===== config.mk =====
export PLATFORM = sky130hd
export DESIGN_NAME = frame_bbox_tracker
export DESIGN_NICKNAME = d
export VERILOG_FILES = /design/src/rtl/frame_bbox_tracker.sv
export SDC_FILE = /design/constraint.sdc
export NUM_CORES = 1
export LEC_CHECK = 0
export BUFFER_PORTS_ARGS = -buffer_cell sky130_fd_sc_hd__buf_2
export CAP_MARGIN = 20
export CORE_MARGIN = 4
export CORE_UTILIZATION = 50
export DETAILED_ROUTE_END_ITERATION = 7
export HOLD_SLACK_MARGIN = 0.05
export PLACE_DENSITY = 0.8
export SLEW_MARGIN = 20
export SYNTH_ARGS = -nofsm -noshare
export SYNTH_HDL_FRONTEND = slang
export SYNTH_SLANG_ARGS = --single-unit

===== constraint.sdc =====
create_clock -name i_clk -period 7.9 [get_ports i_clk]
set_input_delay 1.58 -clock i_clk [delete_from_list [all_inputs] [get_ports i_clk]]
set_output_delay 1.58 -clock i_clk [all_outputs]
set_load 0.01 [all_outputs]

===== src/rtl/frame_bbox_tracker.sv =====
// frame_bbox_tracker: per-frame foreground bounding box on the camera pixel stream.
// Three-stage pipeline: capture/qualify, luma, threshold plus accumulate.
// Accumulators are merged at frame close and published with a one-cycle pulse.
module frame_bbox_tracker #(
  parameter int H_ACTIVE  = 1280,
  parameter int V_ACTIVE  = 720,
  parameter int LUMA_TH   = 96,
  parameter int MIN_COUNT = 16
) (
  input  logic        i_clk,
  input  logic        i_rst,
  input  logic        i_de,
  input  logic [10:0] i_x,
  input  logic [9:0]  i_y,
  input  logic [23:0] i_rgb,
  output logic        o_bin_de,
  output logic        o_bin,
  output logic [10:0] o_bin_x,
  output logic [9:0]  o_bin_y,
  output logic        o_box_valid,
  output logic        o_box_empty,
  output logic [10:0] o_x_min,
  output logic [10:0] o_x_max,
  output logic [9:0]  o_y_min,
  output logic [9:0]  o_y_max,
  output logic [19:0] o_pix_count
);

  localparam logic [10:0] X_LAST  = 11'(H_ACTIVE - 1);
  localparam logic [9:0]  Y_LAST  = 10'(V_ACTIVE - 1);
  localparam logic [8:0]  TH      = 9'(LUMA_TH);
  localparam logic [19:0] MIN_CNT = 20'(MIN_COUNT);

  typedef enum logic {WAIT_SOF, TRACK} state_t;

  typedef struct packed {
    logic [10:0] xmin;
    logic [10:0] xmax;
    logic [9:0]  ymin;
    logic [9:0]  ymax;
    logic [19:0] cnt;
  } box_t;

  // Empty box: min at the far corner, max at origin, so the first merge wins both.
  localparam box_t BOX_INIT = {X_LAST, 11'd0, Y_LAST, 10'd0, 20'd0};

  // Valid bits for stage 0 and stage 1.
  logic [1:0]  vld_pipe_q;

  // Stage 0 payload.
  logic [10:0] s0_x_q;
  logic [9:0]  s0_y_q;
  logic [23:0] s0_rgb_q;
  logic        s0_first_q, s0_last_q;

  // Stage 1 payload.
  logic [10:0] s1_x_q;
  logic [9:0]  s1_y_q;
  logic [7:0]  s1_luma_q;
  logic        s1_first_q, s1_last_q;

  logic        s0_vld_d, s0_first_d, s0_last_d;
  logic [15:0] luma_sum;

  // Frame state and accumulators.
  state_t      state_q, state_d;
  box_t        acc_q, acc_d;
  box_t        base, merged;
  logic        fg, sof, eof, close;

  // Output registers.
  logic        bin_de_q, bin_q;
  logic [10:0] bin_x_q;
  logic [9:0]  bin_y_q;
  logic        box_valid_q, box_valid_d;
  logic        box_empty_q, box_empty_d;
  logic [10:0] x_min_q, x_min_d, x_max_q, x_max_d;
  logic [9:0]  y_min_q, y_min_d, y_max_q, y_max_d;
  logic [19:0] pix_count_q, pix_count_d;

  // Stage 0 qualification and stage 1 luma arithmetic (sum fits 16 bits: 256*255).
  always_comb begin
    s0_vld_d   = i_de && (i_x <= X_LAST) && (i_y <= Y_LAST);
    s0_first_d = (i_x == 11'd0) && (i_y == 10'd0);
    s0_last_d  = (i_x == X_LAST) && (i_y == Y_LAST);
    luma_sum   = 16'd77  * {8'd0, s0_rgb_q[23:16]}
               + 16'd150 * {8'd0, s0_rgb_q[15:8]}
               + 16'd29  * {8'd0, s0_rgb_q[7:0]};
  end

  // Stage 2: threshold and merge the pixel into the running (or restarted) box.
  always_comb begin
    fg   = vld_pipe_q[1] && ({1'b0, s1_luma_q} < TH);
    sof  = vld_pipe_q[1] && s1_first_q;
    eof  = vld_pipe_q[1] && s1_last_q;
    // A start-of-frame pixel always begins from an empty box, dropping any partial frame.
    base   = sof ? BOX_INIT : acc_q;
    merged = base;
    if (fg) begin
      if (s1_x_q < base.xmin) merged.xmin = s1_x_q;
      if (s1_x_q > base.xmax) merged.xmax = s1_x_q;
      if (s1_y_q < base.ymin) merged.ymin = s1_y_q;
      if (s1_y_q > base.ymax) merged.ymax = s1_y_q;
      merged.cnt = base.cnt + 20'd1;
    end
  end

  // Frame FSM: next state, accumulator update and result publication.
  always_comb begin
    state_d     = state_q;
    acc_d       = acc_q;
    close       = 1'b0;
    box_valid_d = 1'b0;
    box_empty_d = box_empty_q;
    x_min_d     = x_min_q;
    x_max_d     = x_max_q;
    y_min_d     = y_min_q;
    y_max_d     = y_max_q;
    pix_count_d = pix_count_q;
    case (state_q)
      WAIT_SOF: begin
        // Accumulators stay at init until a frame start is seen.
        if (sof) begin
          state_d = TRACK;
          acc_d   = merged;
          close   = eof;
        end
      end
      TRACK: begin
        acc_d = merged;
        close = eof;
      end
    endcase
    // Close and clear share one edge so a back-to-back frame start is not lost.
    if (close) begin
      acc_d       = BOX_INIT;
      box_valid_d = 1'b1;
      box_empty_d = (merged.cnt < MIN_CNT);
      pix_count_d = merged.cnt;
      if (merged.cnt < MIN_CNT) begin
        x_min_d = '0;
        x_max_d = '0;
        y_min_d = '0;
        y_max_d = '0;
      end else begin
        x_min_d = merged.xmin;
        x_max_d = merged.xmax;
        y_min_d = merged.ymin;
        y_max_d = merged.ymax;
      end
    end
  end

  // Pipeline, state, accumulator and output registers.
  always_ff @(posedge i_clk or posedge i_rst) begin
    if (i_rst) begin
      vld_pipe_q  <= '0;
      s0_x_q      <= '0;
      s0_y_q      <= '0;
      s0_rgb_q    <= '0;
      s0_first_q  <= 1'b0;
      s0_last_q   <= 1'b0;
      s1_x_q      <= '0;
      s1_y_q      <= '0;
      s1_luma_q   <= '0;
      s1_first_q  <= 1'b0;
      s1_last_q   <= 1'b0;
      state_q     <= WAIT_SOF;
      acc_q       <= BOX_INIT;
      bin_de_q    <= 1'b0;
      bin_q       <= 1'b0;
      bin_x_q     <= '0;
      bin_y_q     <= '0;
      box_valid_q <= 1'b0;
      box_empty_q <= 1'b0;
      x_min_q     <= '0;
      x_max_q     <= '0;
      y_min_q     <= '0;
      y_max_q     <= '0;
      pix_count_q <= '0;
    end else begin
      vld_pipe_q  <= {vld_pipe_q[0], s0_vld_d};
      s0_x_q      <= i_x;
      s0_y_q      <= i_y;
      s0_rgb_q    <= i_rgb;
      s0_first_q  <= s0_first_d;
      s0_last_q   <= s0_last_d;
      s1_x_q      <= s0_x_q;
      s1_y_q      <= s0_y_q;
      s1_luma_q   <= luma_sum[15:8];
      s1_first_q  <= s0_first_q;
      s1_last_q   <= s0_last_q;
      state_q     <= state_d;
      acc_q       <= acc_d;
      bin_de_q    <= vld_pipe_q[1];
      bin_q       <= fg;
      bin_x_q     <= s1_x_q;
      bin_y_q     <= s1_y_q;
      box_valid_q <= box_valid_d;
      box_empty_q <= box_empty_d;
      x_min_q     <= x_min_d;
      x_max_q     <= x_max_d;
      y_min_q     <= y_min_d;
      y_max_q     <= y_max_d;
      pix_count_q <= pix_count_d;
    end
  end

  assign o_bin_de    = bin_de_q;
  assign o_bin       = bin_q;
  assign o_bin_x     = bin_x_q;
  assign o_bin_y     = bin_y_q;
  assign o_box_valid = box_valid_q;
  assign o_box_empty = box_empty_q;
  assign o_x_min     = x_min_q;
  assign o_x_max     = x_max_q;
  assign o_y_min     = y_min_q;
  assign o_y_max     = y_max_q;
  assign o_pix_count = pix_count_q;

endmodule


## Yosys cells after proc, flatten, opt, wreduce, memory -nomap -nowiden

Index checks and enable logic that the tools add are counted.

| word-level totals | value |
|---|---|
| register bits after elaboration | 230 |
| word-level logic and storage cells | 73 |

| operators by class | value |
|---|---|
| add/subtract/negate cells | 3 |
| bitwise gates (word level) | 1 |
| mux-type cells | 18 |
| equal/unequal tests | 3 |
| multiply operators | 3 |
| reduce and logical (&&, ||, !) cells | 9 |
| order comparisons | 8 |

Operators by type and width:

| cell | count |
|---|---|
| $mux W62 | 4 |
| $pmux W62 S2 | 1 |
| $mux W11 | 4 |
| $mux W10 | 4 |
| $mul A7 B8 Y15 const A | 2 |
| $add A20 B1 Y20 const B | 1 |
| $lt A20 B5 Y1 const B | 1 |
| $add A15 B16 Y16 | 1 |
| $add A16 B13 Y16 | 1 |
| $mul A5 B8 Y13 const A | 1 |
| $eq A11 B11 Y1 const B | 1 |
| $gt A11 B11 Y1 | 1 |
| $le A11 B11 Y1 const B | 1 |
| $logic_not A11 Y1 | 1 |
| $lt A11 B11 Y1 | 1 |
| $eq A10 B10 Y1 const B | 1 |
| $gt A10 B10 Y1 | 1 |
| $le A10 B10 Y1 const B | 1 |
| $logic_not A10 Y1 | 1 |
| $lt A10 B10 Y1 | 1 |
| $lt A8 B7 Y1 const B | 1 |
| $logic_and A1 B1 Y1 | 7 |
| $mux W1 | 4 |
| $ne A3 B3 Y1 const B | 1 |
| other kinds (2) | 2 |

## Depth between registers and ports, before layout

Gate-level depths: netlist of the first run.

| depth | value |
|---|---|
| depth after elaboration | 8 |
| mapped depth | 25 |

## Least setup slack after synthesis of the first run

OpenSTA, ideal clock, no wires.

| timing path | value |
|---|---|
| path type | reg2reg |
| start | register s0_rgb_q[12] |
| end | register s1_luma_q[7] |
| clock period less this slack | 6.208 ns |
| path slack | 1.692 ns |
| setup time | 0.134 ns |
| stages on the path, launching flop included | 23 |
| arrival time | 6.074 ns |
| data required time | 7.766 ns |
| cells stage by stage | dfrtp_1 -> ha_1 -> ha_1 -> inv_1 -> fa_1 -> fa_1 -> inv_1 -> ha_1 -> xnor2_1 -> fa_1 -> fa_1 -> inv_1 -> fa_1 -> fa_1 -> inv_1 -> ha_1 -> a211o_1 -> o211ai_1 -> a21oi_1 -> a221o_1 -> o41ai_1 -> xnor2_1 -> xnor2_1 |

| on the way | value |
|---|---|
| longest elaborated chain between the ends | 3 |

Ends and longest elaborated chain:

| element | RTL line | RTL |
|---|---|---|
| start: declaration | 53 | `logic [23:0] s0_rgb_q;` |
| start signal: assignment | 185 | `s0_rgb_q <= i_rgb;` |
| $mul A7 B8 Y15 | 87 | `+ 16'd150 * {8'd0, s0_rgb_q[15:8]}` |
| $add A15 B16 Y16 | 87 |  |
| $add A16 B13 Y16 | 88 | `+ 16'd29 * {8'd0, s0_rgb_q[7:0]};` |
| net luma_sum[15] | 63 | `logic [15:0] luma_sum;` |
| end signal: assignment | 190 | `s1_luma_q <= luma_sum[15:8];` |
| end: declaration | 59 | `logic [7:0] s1_luma_q;` |

The timed path passes the listed nets, and every way through them passes these cells.
A chain may end at the register's enable or synchronous reset.

## Worst setup path in the final report of the first run

Ends and elaborated chain as after synthesis.

==> results of run 1 <==
[power by group]
part	switching (µW)	internal (µW)
registers	37.8	1190
logic	711	590
clock network	484	785
[routing by layer]
| metal | GRT usage [%] | vias up | wire [µm] |
|---|---|---|---|
| met5 | 0 | - | 0 |
| met2 | 34.64 | 334 | 14350 |
| met1 | 30.40 | 4691 | 13340 |
| met3 | 3.550 | 73 | 2096 |
| li1 | - | 4471 | - |
| met4 | 6.210 | 0 | 895 |
[sequential cells by signal (all words and copies together), names as in the netlist, 11 cells and up]
name	flops
s0_rgb_q	24
o_pix_count	20
s0_x_q	11
o_x_max	11
o_bin_x	11
acc_q	62
o_x_min	11
s1_x_q	11
[critical path, stage by stage (launching register included)]
cell and delay, ns:
sky130_fd_sc_hd__dfrtp_1 0.43, sky130_fd_sc_hd__ha_1 0.31, sky130_fd_sc_hd__ha_1 0.29, sky130_fd_sc_hd__inv_1 0.06, sky130_fd_sc_hd__fa_1 0.49, sky130_fd_sc_hd__fa_1 0.52
sky130_fd_sc_hd__inv_1 0.04, sky130_fd_sc_hd__ha_1 0.33, sky130_fd_sc_hd__xnor2_1 0.23, sky130_fd_sc_hd__fa_1 0.47, sky130_fd_sc_hd__fa_1 0.51, sky130_fd_sc_hd__inv_1 0.05
sky130_fd_sc_hd__fa_1 0.46, sky130_fd_sc_hd__fa_1 0.54, sky130_fd_sc_hd__inv_1 0.04, sky130_fd_sc_hd__ha_1 0.30, sky130_fd_sc_hd__a211o_1 0.26, sky130_fd_sc_hd__o211ai_1 0.09
sky130_fd_sc_hd__a21oi_1 0.09, sky130_fd_sc_hd__a221o_1 0.30, sky130_fd_sc_hd__o41ai_1 0.32, sky130_fd_sc_hd__xnor2_1 0.18, sky130_fd_sc_hd__xnor2_1 0.08
[cells in the final DEF, fill, tap and decap left out, types with 12 or more instances in the layout]
cell type,Yosys,final
sky130_fd_sc_hd__o211ai_1,18,18
sky130_fd_sc_hd__a211oi_1,25,25
sky130_fd_sc_hd__xor2_1,12,12
sky130_fd_sc_hd__fa_1,55,55
sky130_fd_sc_hd__o21ai_0,42,40
sky130_fd_sc_hd__ha_1,125,125
sky130_fd_sc_hd__nor3_1,19,18
sky130_fd_sc_hd__nor4_1,14,14
sky130_fd_sc_hd__a31oi_1,29,29
sky130_fd_sc_hd__nand3_1,27,27
sky130_fd_sc_hd__nor2_1,52,52
sky130_fd_sc_hd__clkbuf_16,0,25
sky130_fd_sc_hd__dfstp_2,16,16
sky130_fd_sc_hd__inv_1,113,112
sky130_fd_sc_hd__nand4_1,15,15
sky130_fd_sc_hd__mux2i_1,29,29
sky130_fd_sc_hd__a22o_1,13,13
sky130_fd_sc_hd__a21oi_1,24,24
sky130_fd_sc_hd__xnor2_1,16,16
sky130_fd_sc_hd__a32oi_1,15,15
sky130_fd_sc_hd__dfrtp_1,209,209
sky130_fd_sc_hd__buf_2,1,134
sky130_fd_sc_hd__nand2_1,117,117
[cells by family (layout without fill, tap and decap cells)]
logic type	count (synthesis)	count (layout)	synth area share (%)
AND/OR/NAND/NOR	289	289	10.64
flip-flops	225	225	43.75
adder cells (fa/ha/maj)	180	180	20.63
buffers and inverters	172	308	6.035
AO/OA/AOI/OAI	263	263	14.72
multiplexers	30	30	2.335
XOR/XNOR	28	28	1.899
[path summary, 6_finish.rpt]
check,from,end,slack (ns),cells past startpoint
worst max register to register,s0_rgb_q[12],s1_luma_q[7],1.38,22
max in group asynchronous,i_rst,acc_q[54],5.88,4
worst max-delay path,s0_rgb_q[12],s1_luma_q[7],1.38,22
worst min register to register,s0_y_q[1],s1_y_q[1],0.35,0
worst min-delay path,s0_y_q[1],s1_y_q[1],0.35,0
min in group asynchronous,i_rst,o_bin_x[9],1.01,2
[metrics by stage]
| step | cells | instance area (µm²) | hold WS [ns] | util, % |
|---|---|---|---|---|
| finish | 1653 | 14750 | 0.3473 | 58.26 |
| global route | 1653 | 14750 | 0.3588 | 58.26 |
| CTS | 1651 | 14690 | 0.3493 | 57.99 |
| detailed placement | 1605 | 13780 | 0.3347 | 54.41 |
| global placement | 1604 | 13750 | 0.3327 | 54.30 |
| floorplan | 1187 | 12920 | 0.3312 | - |
[layout make-up]
cell class / count / area share, %
multi-input cells: 790 / 44.16
flip-flops and latches: 225 / 38.30
repair buffers: 147 / 5.614
clock buffers: 28 / 4.316
inverters: 115 / 2.977
well taps: 330 / 2.798
clock inverters: 18 / 1.840
==> metrics.txt, run 1 <==
# TYPE chip_impl_metric gauge
chip_impl_metric{name="clkTransAtPathRegs",unit="ns"} 0.06
chip_impl_metric{name="routabilityCongestion",unit=""} 0.9198
chip_impl_metric{name="die_height",unit="µm"} 168.7
chip_impl_metric{name="tightestPinTransition",unit="ns"} 0.9523
chip_impl_metric{name="timing.final.max_slew_violations",unit=""} 0
chip_impl_info{name="cts.root.buffer_cell",value="sky130_fd_sc_hd__clkbuf_16"} 1
chip_impl_metric{name="crit_arrival",unit="ns"} 6.92
chip_impl_metric{name="syn_inst",unit=""} 1187
chip_impl_metric{name="mappedNetlistNets",unit=""} 1415
chip_impl_metric{name="hpwlAfterDp",unit="µm"} 22240
chip_impl_metric{name="power-per-cell-area",unit="nW/µm²"} 257.4
chip_impl_metric{name="syn_to_final_growth",unit="%"} 14.23
chip_impl_info{name="most_instantiated_cells_after_synthesis",value="sky130_fd_sc_hd__dfrtp_1 (209), sky130_fd_sc_hd__ha_1 (125), sky130_fd_sc_hd__nand2_1 (117)"} 1
chip_impl_metric{name="cts_hold_bufs",unit=""} 0
chip_impl_info{name="ys_flop_type",value="sky130_fd_sc_hd__dfrtp_1"} 1
chip_impl_metric{name="n_antenna_cell",unit=""} 0
chip_impl_metric{name="final.period_utilization",unit="%"} 82.59
chip_impl_metric{name="dr_total_vias",unit=""} 9569
chip_impl_metric{name="post_route_cells_drive_above_1_share",unit="%"} 17.23
chip_impl_info{name="outcome",value="finished clean"} 1
chip_impl_metric{name="finalHoldViolations",unit=""} 0
chip_impl_info{name="cts_tree",value="done"} 1
chip_impl_metric{name="core_box_area",unit="µm²"} 25330
chip_impl_metric{name="synth.lib_cells_used.distinct",unit=""} 76
chip_impl_metric{name="worst-endpoint-required",unit="ns"} 8.30
chip_impl_metric{name="clockBufferDepth",unit=""} 3
chip_impl_metric{name="seq_area",unit="µm²"} 5650
chip_impl_metric{name="skew",unit="ns"} 0.01798
chip_impl_metric{name="setup-tns-final",unit="ns"} 0
chip_impl_metric{name="area_occupied_by_multi_input_gates",unit="µm²"} 6515
chip_impl_info{name="crit_path_end_kind",value="flop"} 1
chip_impl_info{name="synth_area_leaders",value="sky130_fd_sc_hd__dfrtp_1 (40%), sky130_fd_sc_hd__ha_1 (12%), sky130_fd_sc_hd__fa_1 (8.5%)"} 1
chip_impl_metric{name="maxCapViolations",unit=""} 0
chip_impl_info{name="yosysTopAreaCell",value="sky130_fd_sc_hd__dfrtp_1"} 1
chip_impl_metric{name="grt_overflow_total",unit=""} 0
chip_impl_metric{name="fin_nets",unit=""} 1532
chip_impl_info{name="setup_repair_after_global_routing_missed_its_margin",value="no"} 1
chip_impl_info{name="holdCritPathClass",value="reg -> reg"} 1
chip_impl_info{name="worst-setup-path-type",value="reg -> reg"} 1
chip_impl_metric{name="track_usage",unit="%"} 21.53
chip_impl_metric{name="synthesized_cell_area",unit="µm²"} 12920
chip_impl_metric{name="die_area",unit="µm²"} 28470
chip_impl_info{name="yosysMostFrequentCell",value="sky130_fd_sc_hd__dfrtp_1"} 1
chip_impl_info{name="setup.worst_path.start_class",value="flop"} 1
chip_impl_metric{name="insertion_delay",unit="ns"} 0.54
chip_impl_metric{name="number_of_antenna_violations_at_the_first_check_in_global_routing",unit=""} 0
chip_impl_metric{name="io_pins",unit=""} 135
chip_impl_metric{name="yosysWarningCount",unit=""} 0
chip_impl_metric{name="remaining_drc_errors",unit=""} 0
chip_impl_metric{name="yosysTopAreaCellShare",unit="%"} 40.49
chip_impl_metric{name="number_of_buffer_cells_added_on_primary_ports",unit=""} 134
chip_impl_metric{name="ys_seq_elements",unit=""} 225
chip_impl_metric{name="post-route-min-period",unit="ns"} 6.525
chip_impl_metric{name="vias_per_cell",unit=""} 5.789
chip_impl_metric{name="cts_max_level",unit=""} 1
chip_impl_metric{name="clock_sink_count",unit=""} 225
chip_impl_metric{name="drt.antenna.violating_nets",unit=""} 0
chip_impl_metric{name="post_cts.resized_instances",unit=""} 0
chip_impl_metric{name="route.final.wire_length",unit="µm"} 30680
chip_impl_metric{name="clock.fmax",unit="MHz"} 153.3
chip_impl_metric{name="floorplan.initialDensity",unit="%"} 51.00
chip_impl_metric{name="fillCellCount",unit=""} 2076
chip_impl_metric{name="vdd_drop_max",unit="mV"} 0.2143
chip_impl_metric{name="leakagePower",unit="µW"} 0.007156
chip_impl_metric{name="post_cts_buffers",unit=""} 0
chip_impl_metric{name="chipWidth",unit="µm"} 168.7
chip_impl_metric{name="std_cell_rows",unit=""} 58
chip_impl_metric{name="grt_pass1_wl",unit="µm"} 50350
chip_impl_metric{name="critPathMaxFanout",unit=""} 4
chip_impl_metric{name="numCtsBuffers",unit=""} 25
chip_impl_metric{name="report.final.setup_viol",unit=""} 0
chip_impl_metric{name="preCtsSetupSlack",unit="ns"} 1.354
chip_impl_metric{name="ys_seq_area_share",unit="%"} 43.75
chip_impl_metric{name="slew_headroom",unit="%"} 36.42
chip_impl_metric{name="first_global_vias",unit=""} 9679
chip_impl_metric{name="drtIter0Drc",unit=""} 701
chip_impl_metric{name="ys_async_sr_fraction",unit="%"} 100.0
chip_impl_metric{name="timing.final.ws_setup",unit="ns"} 1.375
chip_impl_metric{name="wl_per_cell",unit="µm"} 18.56
chip_impl_metric{name="grt_start_max_net_pins",unit=""} 144
chip_impl_metric{name="syn_area_per_cell",unit="µm²"} 10.88
chip_impl_metric{name="drtPass1Iterations",unit=""} 7
chip_impl_metric{name="synth_enable_flop_cells",unit=""} 0
chip_impl_metric{name="overall_power",unit="µW"} 3798
(Power assumes the default switching activity.)
==> run 2, diff against run 1 <==
--- a/config.mk
+++ b/config.mk
@@ -11,7 +11,7 @@
 export CORE_UTILIZATION = 50
 export DETAILED_ROUTE_END_ITERATION = 7
 export HOLD_SLACK_MARGIN = 0.05
-export PLACE_DENSITY = 0.8
+export PLACE_DENSITY = 0.77
 export SLEW_MARGIN = 20
 export SYNTH_ARGS = -nofsm -noshare
 export SYNTH_HDL_FRONTEND = slang
==> constraint.sdc (replaced) <==
create_clock -name i_clk -period 6.1 [get_ports i_clk]
set_input_delay 1.22 -clock i_clk [delete_from_list [all_inputs] [get_ports i_clk]]
set_output_delay 1.22 -clock i_clk [all_outputs]
set_load 0.01 [all_outputs]
==> run 2 against run 1 <==
Power up 35%. Clock skew decreased by 0.0090 ns. Utilization grew 0.63 points. Critical endpoint unchanged. Largest power group unchanged.
==> metrics.txt, run 2 (same netlist as run 1, synthesis figures left out) <==
# TYPE chip_impl_metric gauge
chip_impl_info{name="outcome",value="finished clean"} 1
chip_impl_metric{name="wl_per_cell",unit="µm"} 18.51
chip_impl_info{name="timing.rr.start",value="s0_rgb_q[13]"} 1
chip_impl_metric{name="grt_overflow_total",unit=""} 0
chip_impl_metric{name="skew",unit="ns"} 0.009023
chip_impl_metric{name="finalCoreUtilization",unit="%"} 58.89
chip_impl_metric{name="syn_to_final_growth",unit="%"} 15.47
chip_impl_metric{name="track_usage",unit="%"} 22.00
chip_impl_metric{name="dr_total_vias",unit=""} 9620
chip_impl_metric{name="io_pins",unit=""} 135
chip_impl_metric{name="worst_reg2reg_path_length_in_cells",unit=""} 24
chip_impl_metric{name="setup-tns-final",unit="ns"} 0
chip_impl_metric{name="die_height",unit="µm"} 168.7
chip_impl_info{name="r2r_endpoint",value="s1_luma_q[7]"} 1
chip_impl_metric{name="timing.final.max_slew_violations",unit=""} 0
chip_impl_info{name="setup.worst_path.start_class",value="flop"} 1
chip_impl_info{name="hold_path_end",value="s1_last_q"} 1
chip_impl_info{name="holdCritPathClass",value="reg -> reg"} 1
chip_impl_metric{name="clockBufferDepth",unit=""} 3
chip_impl_metric{name="routabilityCongestion",unit=""} 0.9022
chip_impl_metric{name="fin_nets",unit=""} 1552
chip_impl_metric{name="remaining_drc_errors",unit=""} 0
chip_impl_metric{name="leakagePower",unit="µW"} 0.007214
chip_impl_info{name="cts_tree",value="done"} 1
chip_impl_info{name="mostFrequentLayoutCell",value="sky130_fd_sc_hd__dfrtp_1"} 1
chip_impl_metric{name="report.final.setup_viol",unit=""} 0
chip_impl_metric{name="post-route-min-period",unit="ns"} 6.087
chip_impl_info{name="crit_path_end_kind",value="flop"} 1
chip_impl_metric{name="cts_hold_bufs",unit=""} 0
chip_impl_metric{name="number_of_buffer_cells_added_on_primary_ports",unit=""} 134
chip_impl_metric{name="slack_of_the_worst_reg_to_reg_path",unit="ns"} 0.01
chip_impl_metric{name="grt_start_max_net_pins",unit=""} 193
chip_impl_metric{name="hpwlAfterDp",unit="µm"} 22760
chip_impl_info{name="largest_register",value="acc_q"} 1
chip_impl_metric{name="core_box_area",unit="µm²"} 25330
chip_impl_metric{name="drtIter0Drc",unit=""} 719
chip_impl_metric{name="post_route_cells_drive_above_1_share",unit="%"} 19.67
chip_impl_metric{name="drtPass1Iterations",unit=""} 5
chip_impl_metric{name="cts_max_level",unit=""} 1
chip_impl_metric{name="stdcell_area",unit="µm²"} 14910
chip_impl_info{name="worst-setup-path-type",value="reg -> reg"} 1
chip_impl_metric{name="final.period_utilization",unit="%"} 99.78
chip_impl_metric{name="chipWidth",unit="µm"} 168.7
chip_impl_metric{name="floorplan.initialDensity",unit="%"} 51.00
chip_impl_info{name="hold_path.startpoint",value="s0_last_q"} 1
chip_impl_metric{name="std_cell_rows",unit=""} 58
chip_impl_metric{name="number_of_antenna_violations_at_the_first_check_in_global_routing",unit=""} 0
chip_impl_metric{name="fillCellCount",unit=""} 2067
chip_impl_metric{name="insertion_delay",unit="ns"} 0.52
chip_impl_metric{name="tightestPinTransition",unit="ns"} 1.174
chip_impl_metric{name="maxCapViolations",unit=""} 0
chip_impl_metric{name="finalHoldViolations",unit=""} 0
chip_impl_metric{name="clkTransAtPathRegs",unit="ns"} 0.06
chip_impl_metric{name="final.hold.worst_slack",unit="ns"} 0.3434
chip_impl_metric{name="numCtsBuffers",unit=""} 25
chip_impl_metric{name="crit_arrival",unit="ns"} 6.47
chip_impl_metric{name="die_area",unit="µm²"} 28470
chip_impl_metric{name="vias_per_cell",unit=""} 5.754
chip_impl_metric{name="largest_register_ffs",unit=""} 62
chip_impl_info{name="cts.root.buffer_cell",value="sky130_fd_sc_hd__clkbuf_16"} 1
chip_impl_info{name="setup_repair_after_global_routing_missed_its_margin",value="yes"} 1
chip_impl_metric{name="first_global_vias",unit=""} 9821
chip_impl_metric{name="slew_headroom",unit="%"} 21.76
chip_impl_info{name="most-common-layout-cells",value="sky130_fd_sc_hd__dfrtp_1 (209), sky130_fd_sc_hd__buf_2 (134), sky130_fd_sc_hd__ha_1 (120), sky130_fd_sc_hd__nand2_1 (117), sky130_fd_sc_hd__inv_1 (108)"} 1
chip_impl_metric{name="n_antenna_cell",unit=""} 0
chip_impl_metric{name="grt_pass1_wl",unit="µm"} 51550
chip_impl_metric{name="critPathMaxFanout",unit=""} 4
chip_impl_metric{name="route.final.wire_length",unit="µm"} 30940
chip_impl_metric{name="area_post_placement",unit="µm²"} 13960
chip_impl_metric{name="power-per-cell-area",unit="nW/µm²"} 344.8
chip_impl_metric{name="clock.fmax",unit="MHz"} 164.3
chip_impl_metric{name="clock_sink_count",unit=""} 225
chip_impl_metric{name="worst-endpoint-required",unit="ns"} 6.48
chip_impl_metric{name="hold-path-cell-count",unit=""} 0
chip_impl_metric{name="vdd_drop_max",unit="mV"} 0.2956
chip_impl_metric{name="drt.antenna.violating_nets",unit=""} 0
## run 2: cell types whose count changed in the layout (fill, tap and decap cells not counted), sizes merged
| cell | change |
|---|---|
| buf | +20 |
| clkbuf | +7 |
| clkinv | -6 |
| bufinv | -3 |
| clkinvlp | +2 |
| inv | -1 |
## run 2: layout make-up
class	count	area (µm²)	area share, %
clock buffers	35	703.2	4.715
clock inverters	10	140.1	0.9396
inverters	115	435.4	2.919
multi-input cells	790	6621	44.40
flip-flops and latches	225	5650	37.89
well taps	330	412.9	2.768
repair buffers	167	950.9	6.376
## run 2: worst max path at each step
stage,startpoint,to,slack [ns],depth (start not counted)
floorplan,s0_rgb_q[13],s1_luma_q[7],0.03,24
global placement,s0_rgb_q[12],s1_luma_q[7],-0.05,22
detailed placement,s0_rgb_q[12],s1_luma_q[7],-0.19,22
CTS,s0_rgb_q[12],s1_luma_q[7],0.03,24
global route,s0_rgb_q[13],s1_luma_q[7],-0.23,24
finish,s0_rgb_q[13],s1_luma_q[7],0.01,24
## run 2: per-stage QoR
| stage | worst slack (ns) | power (µW) | cells |
|---|---|---|---|
| final | 0.01332 | 5142 | 1672 |
| after detailed placement | -0.1903 | 3387 | 1622 |
| after global routing | -0.2318 | 5585 | 1672 |
| after floorplan | 0.03130 | 2924 | 1187 |
| after CTS | 0.02809 | 4996 | 1669 |
| after global placement | -0.04729 | 3290 | 1621 |
## run 2: critical path: stages (launching register included)
cell	delay, ns
sky130_fd_sc_hd__dfrtp_1	0.38
sky130_fd_sc_hd__ha_1	0.31
sky130_fd_sc_hd__ha_1	0.28
sky130_fd_sc_hd__ha_1	0.29
sky130_fd_sc_hd__inv_2	0.04
sky130_fd_sc_hd__fa_1	0.51
sky130_fd_sc_hd__inv_2	0.05
sky130_fd_sc_hd__ha_4	0.23
sky130_fd_sc_hd__o21a_1	0.11
sky130_fd_sc_hd__nor2_2	0.13
sky130_fd_sc_hd__xnor2_2	0.14
sky130_fd_sc_hd__fa_1	0.44
sky130_fd_sc_hd__fa_1	0.48
sky130_fd_sc_hd__inv_1	0.05
sky130_fd_sc_hd__fa_1	0.45
sky130_fd_sc_hd__fa_1	0.51
sky130_fd_sc_hd__inv_2	0.05
sky130_fd_sc_hd__ha_4	0.21
sky130_fd_sc_hd__a211o_1	0.25
sky130_fd_sc_hd__o211ai_1	0.09
sky130_fd_sc_hd__a21oi_1	0.09
sky130_fd_sc_hd__a221o_1	0.30
sky130_fd_sc_hd__o41ai_2	0.33
sky130_fd_sc_hd__xnor2_1	0.13
sky130_fd_sc_hd__xnor2_1	0.13
## run 2: timing repair
action,4_1_cts,5_1_grt
buffers inserted,2,3
endpoints found under the hold margin,0,0
endpoints found under the setup margin,2,3
pin swaps,11,13
gates resized for setup,5,15
cloned,0,0
## run 2: routing by layer
layer | GRT usage (%) | wire, µm | vias up
li1 | - | - | 4504
met1 | 30.95 | 13590 | 4732
met2 | 35.62 | 14630 | 318
met3 | 3.760 | 1802 | 66
met4 | 5.963 | 910 | 0
met5 | 0 | 0 | -
## run 2: power breakdown
part	total (µW)	internal, µW	leakage [µW]	switching [µW]
sequential	1590	1540	0.00287	46.8
combinational	2020	973	0.00394	1050
clock	1530	933	0.000404	595
total	5140	3450	0.00721	1690
